## src/rtl/booth_pkg.sv

```systemverilog
// booth_pkg: shared types and helpers for the radix-4 Booth multiplier family.
//   state_t : controller states (IDLE, CALC, DONE)
//   digit_t : recoded Booth digit {neg, two, nonzero}
//   calc_k  : Booth digit count for an N-bit operand
package booth_pkg;

    typedef enum logic [1:0] {
        IDLE,
        CALC,
        DONE
    } state_t;

    // Digit value = (nonzero ? (two ? 2 : 1) : 0) * (neg ? -1 : +1)
    typedef struct packed {
        logic neg;
        logic two;
        logic nonzero;
    } digit_t;

    // ceil((n+1)/2): enough digits to cover an n-bit operand plus one
    // extension bit, so unsigned operands never see a negative top digit.
    function automatic int unsigned calc_k(input int unsigned n);
        return n / 2 + 1;
    endfunction

endpackage

```

## src/rtl/booth_r4_recode.sv

```systemverilog
// booth_r4_recode: combinational radix-4 Booth recoder.
//   window : multiplier bits {2i+1, 2i, 2i-1}
//   digit  : recoded digit {neg, two, nonzero}
module booth_r4_recode
    import booth_pkg::*;
(
    input  logic [2:0] window,
    output digit_t     digit
);

    always_comb begin
        // 100 -> -2, 101/110 -> -1; 111 is zero, so it is not negative
        digit.neg     = window[2] & ~(window[1] & window[0]);
        // 011 -> +2, 100 -> -2
        digit.two     = (window[2] & ~window[1] & ~window[0]) |
                        (~window[2] & window[1] & window[0]);
        // 000 and 111 both recode to zero
        digit.nonzero = ~((window[2] == window[1]) && (window[1] == window[0]));
    end

endmodule

```

## src/rtl/booth_r4_seq_mult.sv

```systemverilog
// booth_r4_seq_mult: sequential radix-4 Booth multiplier, two multiplier
// bits retired per cycle, K = N/2+1 compute cycles per operation.
//   clk, rst    : rising-edge clock, synchronous active-high reset
//   start       : request, accepted only while in_ready=1
//   in_ready    : a new operation can be accepted this cycle
//   a, b        : multiplicand / multiplier, sampled on accept
//   signed_mode : 1 = two's-complement operands, 0 = unsigned
//   busy        : operation in progress
//   done        : one-cycle pulse, product valid
//   product     : full 2N-bit result, held until the next done
module booth_r4_seq_mult
    import booth_pkg::*;
#(
    parameter int unsigned N = 9
) (
    input  logic           clk,
    input  logic           rst,
    input  logic           start,
    output logic           in_ready,
    input  logic [N-1:0]   a,
    input  logic [N-1:0]   b,
    input  logic           signed_mode,
    output logic           busy,
    output logic           done,
    output logic [2*N-1:0] product
);

    localparam int unsigned K  = calc_k(N);
    localparam int unsigned LW = 2 * K;        // extended multiplier width
    localparam int unsigned HW = N + 3;        // partial-sum width
    localparam int unsigned AW = HW + LW;      // accumulator width
    localparam int unsigned CW = $clog2(K + 1);

    state_t        state, state_next;
    logic          accept;
    logic          last;
    logic [CW-1:0] cnt;
    logic [N+1:0]  mcand;      // multiplicand extended to N+2 bits
    logic [AW-1:0] acc;        // {partial sum, unretired multiplier bits}
    logic [AW-1:0] acc_next;
    logic          qm1;        // multiplier bit just below the current window
    digit_t        digit;
    logic [HW-1:0] pp;
    logic [HW-1:0] pp_sel;
    logic [HW-1:0] hi_sum;

    booth_r4_recode u_recode (
        .window ({acc[1], acc[0], qm1}),
        .digit  (digit)
    );

    assign last = (cnt == CW'(K - 1));

    // Partial-sum step. The high part carries one guard bit beyond the
    // N+2-bit multiplicand so the running sum plus a +-2x term never wraps.
    always_comb begin
        pp = digit.two ? {mcand, 1'b0} : {mcand[N+1], mcand};
        if (!digit.nonzero) begin
            pp = '0;
        end
        pp_sel   = digit.neg ? ~pp : pp;
        hi_sum   = acc[AW-1:LW] + pp_sel + HW'(digit.neg);
        acc_next = {{2{hi_sum[HW-1]}}, hi_sum, acc[LW-1:2]};
    end

    always_ff @(posedge clk) begin
        if (rst) begin
            state <= IDLE;
        end else begin
            state <= state_next;
        end
    end

    always_comb begin
        state_next = state;
        in_ready   = 1'b0;
        busy       = 1'b0;
        done       = 1'b0;
        accept     = 1'b0;
        case (state)
            IDLE: begin
                in_ready = 1'b1;
                accept   = start;
                if (start) state_next = CALC;
            end
            CALC: begin
                busy = 1'b1;
                if (last) state_next = DONE;
            end
            DONE: begin
                done     = 1'b1;
                in_ready = 1'b1;
                accept   = start;
                state_next = start ? CALC : IDLE;
            end
            default: state_next = IDLE;
        endcase
    end

    always_ff @(posedge clk) begin
        if (rst) begin
            product <= '0;
            acc     <= '0;
            mcand   <= '0;
            qm1     <= 1'b0;
            cnt     <= '0;
        end else if (accept) begin
            mcand <= {{2{signed_mode & a[N-1]}}, a};
            acc   <= {{HW{1'b0}}, {(LW-N){signed_mode & b[N-1]}}, b};
            qm1   <= 1'b0;
            cnt   <= '0;
        end else if (state == CALC) begin
            acc <= acc_next;
            qm1 <= acc[1];
            cnt <= cnt + CW'(1);
            // Registered on the last digit so it is valid while done is high
            if (last) begin
                product <= acc_next[2*N-1:0];
            end
        end
    end

endmodule
```

## config.mk

```make
export PLATFORM = sky130hd
export DESIGN_NAME = booth_r4_seq_mult
export DESIGN_NICKNAME = d
export VERILOG_FILES = /design/src/rtl/booth_pkg.sv /design/src/rtl/booth_r4_recode.sv /design/src/rtl/booth_r4_seq_mult.sv
export SDC_FILE = /design/constraint.sdc
export NUM_CORES = 1
export LEC_CHECK = 0
export BUFFER_PORTS_ARGS = -buffer_cell sky130_fd_sc_hd__buf_2
export CAP_MARGIN = 20
export CELL_PAD_IN_SITES_DETAIL_PLACEMENT = 1
export CELL_PAD_IN_SITES_GLOBAL_PLACEMENT = 1
export CORE_AREA = 2 2 83 85
export DETAILED_ROUTE_END_ITERATION = 10
export DIE_AREA = 0 0 85 87
export HOLD_SLACK_MARGIN = 0.05
export MAX_ROUTING_LAYER = met4
export PLACE_DENSITY_LB_ADDON = 0.1
export SLEW_MARGIN = 15
export SYNTH_ARGS = -nofsm -noshare
export SYNTH_HDL_FRONTEND = slang
export SYNTH_SLANG_ARGS = --single-unit
export TNS_END_PERCENT = 1
```

## constraint.sdc

```tcl
create_clock -name clk -period 8.3 [get_ports clk]
set_clock_uncertainty 0.05 [all_clocks]
set_input_delay 0.83 -clock clk [delete_from_list [all_inputs] [get_ports clk]]
set_output_delay 0.83 -clock clk [all_outputs]
set_load 0.01 [all_outputs]
```

==> results.tsv, run 1 <==
metric	value	unit
status	finished, final reports clean	
vias_per_cell	5.407	
fin_crit_sh	43.43	%
die_h	87	µm
clkPwrFrac	30.4	%
rsz0062_at_grt	false	
hold_path_class	flop to flop	
htree_levels	2	
cp-end-kind	flop	
root_buffer	clkbuf_8	
cp.required	8500	ps
mostFrequentLayoutCell	nand2_1	
holdBufCountCts	0	
post-route-drc-count	0	
irDropWorstVdd	0.07628	mV
timing.setup.tns	0	ps
clock_latency	300	ps
grt_antenna_before_repair	0	
power_density	184.6	nW/µm²
grt_pass1_wl	12440	µm
cts.clk_slew.worst_paths	90	ps
post_cts_resized	0	
p_sw_share	29.95	%
max_freq	277.4	MHz
start_util	43.52	%
drive_gt1_share	15.04	%
hold_viol_final	0	
drv_cap	0	
ys_types	44	
crit_start	acc[1]	
dp_slack	4707	ps
fin_area	3226	µm²
dieArea	7395	µm²
dpl_cell_area	3113	µm²
crit_arrival	3800	ps
p_leak	1.284	nW
dp.cells	472	
portBuffers	42	
r2r-start	acc[1]	
drv_slew	0	
critical_path_class	flop to flop	
grt_overflow	0	
io_pins	43	
ys_ff_latch	54	
area_growth	12.82	%
seqPwrFrac	47.2	%
p_sw	0.0001783	W
syn-cell-area	2859	µm²
n_antenna_cell	0	
worst_slack	4695	ps
reg2reg_depth	13	
clk_path_buf_depth	2	
async_flop_share	0	%
dp_hpwl	5564	µm
cts_buffers	5	
grt_start_max_net_pins	42	
grt_use_total	21.43	%
syn-mean-instance-area	7.790	µm²
antenna_left	0	
r2r-end	acc[17]	
final_cell_mix	81 x nand2_1, 54 x dfxtp_1, 44 x a21oi_1	
cts_setup_buffers	0	
cp-start-kind	flop	
power_frac_comb	22.4	%
rrSetupSlack	4700	ps
nets	437	
min_period	3605	ps
relSlewSlack	45.42	%
endpoint	acc[17]	
gp_congestion	0.8894	
cts_tree	built	
synth_edf_count	0	
initialDrtViolationCount	86	
core_area	6569	µm²
rows	30	
final_cells	479	
routedWlPerCell	15.39	µm
cp_max_fo	11	
ys_seq_area_share	37.81	%
internal-power	0.0004171	W
synth_fp_nets	405	
grt_pass1_vias	2553	
first_pass_iters	4	
yosys_warnings	0	
synthFlopType	dfxtp_1	
die_x	85	µm
min_path_cells	2	
worst_slew_pin_slew	796.0	ps
setup_viol	0	
drt-total-wl	7372	µm
clock_sinks	54	
syn_inst	367	
vias	2590	
## how the worst min path moves through the flow
stage          startpoint          to  slack (ps)
4_1_cts        product[7]  product[7]         410
5_1_grt        product[7]  product[7]         430
6_report       product[3]  product[3]         410
3_3_place_gp   product[2]  product[2]         390
3_5_place_dp   product[7]  product[7]         400
2_1_floorplan     acc[13]     acc[13]         390
## per-stage QoR
stage	util [%]	hold slack, ps	power (W)
3_3_place_gp	47.39	391.2	0.0004163
4_1_cts	49.10	409.4	0.0006007
6_report	49.10	406.2	0.0005954
2_1_floorplan	-	386.2	0.0003856
5_1_grt	49.10	433.9	0.0006328
3_5_place_dp	47.39	396.0	0.0004195
## sequential cells by signal (all words and copies together) (netlist names)
| signal | flops |
|---|---|
| qm1 | 1 |
| state | 2 |
| acc | 20 |
| cnt | 3 |
| product | 18 |
| mcand | 10 |
## critical path: stages, from the launching register on
cell	delay, ps
dfxtp_1	400
inv_1	80
ha_1	200
mux2i_1	640
nand2_1	120
a21oi_1	180
xnor2_1	140
ha_1	290
a21o_1	230
a211oi_2	270
o21ai_0	190
a22o_1	210
a311oi_1	350
a22o_1	200
## per-layer routing
layer	track usage, %	vias to the layer above	wire length (µm)
li1	-	1318	-
met1	28.87	1216	3658
met2	33.66	45	3325
met3	3.318	11	267
met4	5.772	0	120
met5	-	-	0
## Yosys cell counts (2+ instances only)
library cell	count	area share, %
clkbuf_1	13	1.7
o22ai_1	8	1.8
o21ai_0	10	1.8
a211oi_1	7	1.8
and2_1	2	0.44
buf_2	3	0.53
buf_1	4	0.53
o21a_1	2	0.53
inv_1	16	2.1
xnor2_1	13	4.0
ha_1	15	6.6
nor2b_1	4	0.88
a22o_1	5	1.5
nand2_1	81	11
dfxtp_1	54	38
nand3_1	8	1.4
xor2_1	6	1.8
nor3_1	12	2.1
nor2_1	27	3.5
nand2b_1	5	1.1
a31oi_1	2	0.44
a21oi_1	44	7.7
a21o_1	4	1.1
o211ai_1	2	0.53
## cell families after synthesis
| kind of cell | Yosys count | share of synthesized area [%] |
|---|---|---|
| compound gates | 93 | 20.70 |
| flops | 54 | 37.81 |
| simple gates | 147 | 22.67 |
| xor+xnor | 19 | 5.821 |
| mux | 2 | 0.8751 |
| fa+ha+maj | 16 | 7.265 |
| buf+inv | 36 | 4.858 |
## cell type report
class / count / area (µm²)
fill: 853 / 3343
sequential: 54 / 1081
clock inverter: 1 / 30.03
inverter: 16 / 60.06
clock buffer: 6 / 82.58
tap: 80 / 100.1
multi-input combinational: 277 / 1639
timing repair buffer: 45 / 232.7
## power by group through the flow
stage               Clock [W]  Sequential, W  Combinational [W]
finish               0.000181       0.000281           0.000133
global route         0.000200       0.000283           0.000150
CTS                  0.000186       0.000281           0.000134
detailed placement          0       0.000287           0.000133
global placement            0       0.000286           0.000130
floorplan                   0       0.000283           0.000102
Note: power is estimated with default switching activity, not from simulation.
==> run 2: changes to the inputs <==
ABC_AREA = 1   (was unset)
CORE_AREA = 2 2 93 95   (was 2 2 83 85)
DIE_AREA = 0 0 95 97   (was 0 0 85 87)
clock period = 3.1 ns   (was 8.3 ns; I/O delays follow)
==> run 2 against run 1 <==
Global-route usage is 3.3 points lower. Synthesized cell count is 14% higher. First-iteration DRC count shrank 45%. Design area up 7.4%. Largest power group unchanged.
==> results.tsv, run 2 <==
metric	value	unit
drv_cap	0	
ys_seq_area_share	36.26	%
seqPwrFrac	43.4	%
core_area	8134	µm²
io_pins	43	
dpl_cell_area	3266	µm²
n_antenna_cell	0	
nets	500	
cts_buffers	5	
vias_per_cell	4.898	
synth_fa_ha_area_share	6.966	%
holdBufCountCts	0	
routedWlPerCell	13.89	µm
yosysMostFrequentCell	nor2_1	
drv_slew	0	
synth_commonest_cells	69 x nor2_1, 55 x inv_1, 54 x dfxtp_1, 54 x nand2_1, 39 x o21ai_0	
start_util	36.66	%
grt_overflow	0	
relSlewSlack	54.15	%
fin_area	3466	µm²
initialDrtViolationCount	47	
die_x	95	µm
status	finished, final reports clean	
ff_latch_area	1084	µm²
cp-end-kind	flop	
grt_use_total	18.11	%
clock_sinks	54	
rows	33	
mostFrequentLayoutCell	nor2_1	
min_path_cells	3	
synth_fp_nets	456	
synth_edf_count	0	
final_cells	568	
critical_path_class	flop to flop	
grt_pass1_wl	13030	µm
syn_inst	418	
p_sw_share	36.83	%
clk_path_buf_depth	2	
async_flop_share	0	%
synthFlopType	dfxtp_1	
portBuffers	42	
design_power_total	0.001737	W
die_h	97	µm
slowest_stage	ha_1	
p_leak	1.643	nW
worst_slew_pin_slew	687.0	ps
n_fill_cell	1059	
grt_antenna_before_repair	0	
root_buffer	clkbuf_8	
cts.clk_slew.worst_paths	110	ps
endpoint	acc[18]	
multi_input_area	1639	µm²
grt_start_max_net_pins	29	
vias	2782	
htree_levels	2	
cp_max_fo	8	
fin_crit_sh	93.75	%
min_period	2906	ps
r2r-end	acc[18]	
rrSetupSlack	190	ps
synthSimpleGateAreaFrac	24.13	%
gp_congestion	0.8431	
drt-total-wl	7890	µm
dp_slack	62.67	ps
area_growth	16.24	%
yosys_warnings	0	
p_sw	0.0006398	W
dp.cells	552	
drive_gt1_share	20.73	%
syn-cell-area	2982	µm²
yosysTopAreaCell	dfxtp_1	
largest-register	acc	
reg2reg_depth	17	
grt_pass1_vias	2765	
antenna_left	0	
post-route-drc-count	0	
largest_reg_flops	20	
dieArea	9215	µm²
first_pass_iters	4	
synth-xor-area-share	3.819	%
cp-start-kind	flop	
synth_top_area_share	36.26	%
syn-mean-instance-area	7.133	µm²
dp_hpwl	6019	µm
crit_chain	inv_1 -> ha_1 -> inv_2 -> nand2_1 -> nand2_4 -> clkinvlp_4 -> o21ai_0 -> a21oi_1 -> xnor2_1 -> ha_1 -> nand2_1 -> nor3_1 -> nand3_1 -> nand4_1 -> nor2_1 -> o21ai_1 -> inv_1	
internal-power	0.001098	W
cp.required	3270	ps
irDropWorstVdd	0.2184	mV
top_regs	acc (20), product (18), mcand (10)	
hold_viol_final	0	
crit_start	acc[0]	
synth_top_family_by_area	simple AND/OR/NAND/NOR gates	
synth-compound-area-share	18.51	%
clkPwrFrac	24.3	%
power_density	501.3	nW/µm²
r2r-start	acc[0]	
worst_slack	193.6	ps
max_stage_delay	410	ps
ys_ff_latch	54	
cts_tree	built	
clock_latency	310	ps
max_freq	344.1	MHz
synth_mux_area_share	0	%
power_frac_comb	32.3	%
final_cell_mix	68 x nor2_1, 53 x inv_1, 53 x nand2_1	
ys_types	38	
hold_path_class	input port to flop	
setup_viol	0	
yosys-top-cells-area	dfxtp_1 36%, nor2_1 8.7%, inv_1 6.9%, nand2_1 6.8%, o21ai_0 6.5%	
crit_arrival	3080	ps
run 2: worst min-delay path by stage:
stage / startpoint / slack, ps / to
floorplan: cnt[2] / 380 / cnt[2]
global placement: cnt[2] / 400 / cnt[2]
detailed placement: product[10] / 400 / product[10]
CTS: a[7] / 190 / mcand[7]
global route: a[1] / 200 / mcand[1]
finish: a[3] / 200 / mcand[3]
run 2: power by group through the flow:
| stage | clock [W] | combinational, W | sequential [W] |
|---|---|---|---|
| after floorplan | 0 | 0.000377 | 0.000762 |
| after global placement | 0 | 0.000489 | 0.000768 |
| after detailed placement | 0 | 0.000500 | 0.000769 |
| after CTS | 0.000432 | 0.000502 | 0.000754 |
| after global routing | 0.000462 | 0.000634 | 0.000759 |
| final | 0.000422 | 0.000562 | 0.000754 |
run 2: layout make-up:
type | instances | area share [%]
clock inverter | 3 | 0.5415
multi-input combinational | 286 | 47.29
clock buffer | 5 | 1.986
tap | 105 | 3.791
inverter | 64 | 7.112
sequential | 54 | 31.26
timing repair buffer | 51 | 8.014
run 2: cells by family after synthesis:
| group | Yosys count |
|---|---|
| buffers and inverters | 78 |
| xor gates and xnor gates | 13 |
| DFF | 54 |
| AOI/OAI and AO/OA | 96 |
| adders and majority gates | 16 |
| and+or+nand+nor | 161 |
run 2: per-stage QoR:
stage / setup TNS (ps) / util (%) / hold WS [ps]
floorplan: 0 / - / 384.7
global placement: 0 / 40.15 / 395.4
detailed placement: 0 / 40.15 / 404.7
CTS: 0 / 41.22 / 192.7
global route: -161.4 / 42.61 / 201.7
finish: 0 / 42.61 / 201.0
run 2: metal layers:
metal  track usage (%)  wire length (µm)  share of wire (%)  vias to the layer above
li1                  -                 -                  -                     1441
met1             22.54              3748                 48                     1276
met2             30.11              3725                 47                       54
met3             2.804               266                3.4                       11
met4             5.240               150                1.9                        0
met5                 -                 0                  0                        -
run 2: critical path: cells and delay by family (launching register included):
family / cells / cell delay [ps]
compound gates: 3 / 410
xor+xnor: 1 / 150
fa+ha+maj: 2 / 620
buf+inv: 4 / 320
flops: 1 / 360
simple gates: 7 / 900
run 2: what timing repair did:
action | in CTS | in global routing
resized for setup | 0 | 17
buffers inserted | 0 | 8
endpoints found under the setup margin | 0 | 15
==> run 3: changes to the inputs <==
CORE_AREA = 2 2 94 96   (was 2 2 93 95)
DIE_AREA = 0 0 96 98   (was 0 0 95 97)
SYNTH_HIERARCHICAL = 1   (was unset)
==> run 3 against run 2 <==
Design area is 0.58% lower. Worst hold slack worse by 4.1 ps. Setup slack better by 87 ps. Register-to-register slack better by 90 ps. Die area is 2.1% higher. Largest cell class unchanged. Largest power group unchanged. Highest routed layer unchanged.
==> results.tsv, run 3 <==
metric	value	unit
syn-mean-instance-area	7.084	µm²
start_util	35.90	%
cts_buffers	5	
grt_pass1_vias	2813	
top_regs	acc (20), product (18), mcand (10)	
syn-cell-area	3039	µm²
critical_path_class	flop to flop	
synth_mux_area_share	0	%
synth_edf_count	0	
drive_gt1_share	18.16	%
rrSetupSlack	280	ps
synth-xor-area-share	4.323	%
io_pins	43	
relSlewSlack	48.76	%
grt_overflow	0	
status	finished, final reports clean	
gp_congestion	0.8106	
clock_latency	320	ps
crit_start	acc[1]	
vias	2787	
worst_slew_pin_slew	767.7	ps
endpoint	product[14]	
clk_path_buf_depth	2	
hold_start	a[4]	
largest-register	acc	
holdBufCountCts	0	
die_x	96	µm
final_cell_mix	69 x nand2_1, 66 x inv_1, 54 x nor2_1, 54 x dfxtp_1, 42 x buf_2	
yosys-top-cells-area	dfxtp_1 36%, nand2_1 8.6%, inv_1 8.2%, nor2_1 6.7%, ha_1 6.2%	
antenna_left	0	
synthFlopType	dfxtp_1	
use_met1	24.61	%
r2r-end	product[14]	
power_density	482.2	nW/µm²
reg2reg_depth	16	
irDropWorstVdd	0.2598	mV
final_cells	576	
drv_slew	0	
cp_max_fo	9	
cts.clk_slew.worst_paths	110	ps
ys_seq_area_share	35.57	%
synth-compound-area-share	19.10	%
r2r-start	acc[1]	
synth_fa_ha_area_share	6.834	%
synth_top_family_by_area	simple AND/OR/NAND/NOR gates	
hold_viol_final	0	
rows	34	
mostFrequentLayoutCell	nand2_1	
dp_hpwl	6310	µm
syn_inst	429	
die_h	98	µm
synth_top_area_share	35.57	%
synth_fp_nets	467	
dp.cells	568	
drt-total-wl	8175	µm
dieArea	9408	µm²
async_flop_share	0	%
portBuffers	42	
grt_start_max_net_pins	36	
nets	505	
synth_commonest_cells	70 x nand2_1, 66 x inv_1, 54 x dfxtp_1, 54 x nor2_1, 36 x a21oi_1	
root_buffer	clkbuf_8	
cp.required	3280	ps
p_leak	1.723	nW
yosys_warnings	6	
cp-end-kind	flop	
min_period	2819	ps
setup_viol	0	
grt_use_total	19.02	%
core_area	8466	µm²
hold_path_class	input port to flop	
ys_ff_latch	54	
cp-start-kind	flop	
cts_tree	built	
timing.setup.tns	0	ps
post-route-drc-count	0	
first_pass_iters	4	
yosysMostFrequentCell	nand2_1	
crit_arrival	3000	ps
grt_busiest_layer	met2	
rsz0062_at_grt	false	
area_growth	13.38	%
vias_per_cell	4.839	
htree_levels	2	
grtUsageMet2	30.98	%
fin_crit_sh	90.95	%
grt_antenna_before_repair	0	
synthSimpleGateAreaFrac	22.07	%
grt_pass1_wl	13540	µm
initialDrtViolationCount	57	
largest_reg_flops	20	
clock_sinks	54	
drv_cap	0	
n_antenna_cell	0	
routedWlPerCell	14.19	µm
max_freq	354.7	MHz
yosysTopAreaCell	dfxtp_1	
ys_types	36	
met3_usage	3.704	%
-- run 3: changes by cell type after synthesis, moves of 5 or more --
cell | previous run | this run
nand2_1 | 54 | 70
nor2_1 | 69 | 54
inv_1 | 55 | 66
xor2_1 | 6 | 14
a21oi_1 | 30 | 36
o21ai_1 | 6 | 12
xnor2_1 | 7 | 1
nand3_1 | 17 | 12
o21ai_0 | 39 | 34
-- run 3: final cells by class --
cell class | instances | area, µm²
Tap cell | 108 | 135.1
Multi-Input combinational cell | 285 | 1615
Timing Repair Buffer | 46 | 240.2
Inverter | 75 | 281.5
Clock buffer | 5 | 68.82
Fill cell | 1121 | 5020
Sequential cell | 54 | 1081
Clock inverter | 3 | 23.77
-- run 3: through the flow --
step	instance area (µm²)	hold WS (ps)	power (W)	worst slack, ps	util (%)
2_1_floorplan	3039	384.7	0.001108	613.5	-
4_1_cts	3421	196.3	0.001668	55.25	40.41
3_5_place_dp	3328	408.6	0.001237	84.36	39.31
5_1_grt	3446	202.8	0.001774	10.52	40.70
6_report	3446	196.9	0.001662	280.6	40.70
3_3_place_gp	3328	400.2	0.001231	122.2	39.31
-- run 3: repair_timing --
item / CTS / global route
gates resized for setup: 0 / 5
endpoints found under the setup margin: 0 / 13
endpoints found under the hold margin: 0 / 0
setup buffers: 0 / 0
-- run 3: logic make-up (layout without fill, tap and decap cells) --
logic type      Yosys count  in the layout
fa+ha+maj                16             16
flops                    54             54
compound gates          102            102
buf+inv                  90            129
xor+xnor                 15             15
simple gates            152            152
-- run 3: critical path, cell delays in order (launching register included) --
cell,delay (ps)
dfxtp_1,410
inv_2,60
ha_1,180
nand2_1,60
nand2_1,70
inv_2,130
o21ai_0,110
a21oi_1,180
xor2_1,230
ha_2,360
a21oi_2,200
o21ai_2,110
a21oi_2,170
xor2_2,200
nand2_1,90
nand2_1,80
inv_1,30
-- run 3: power breakdown --
part	switching (W)	internal [W]	total, W
sequential	0.0000208	0.000730	0.000751
combinational	0.000316	0.000163	0.000480
clock	0.000268	0.000163	0.000431
total	0.000605	0.00106	0.00166
-- run 3: metal layers --
metal	up-vias	routed length (µm)	part of all wire [%]
met5	-	0	0
met4	0	60	0.73
met3	4	231	2.8
met2	35	3955	48
met1	1313	3927	48
li1	1435	-	-
-- run 3: how the worst min path moves through the flow --
stage	cells past startpoint	to
after CTS	3	mcand[2]
after floorplan	2	cnt[2]
after global placement	2	cnt[2]
after detailed placement	2	cnt[2]
after global routing	3	mcand[2]
final	3	mcand[4]
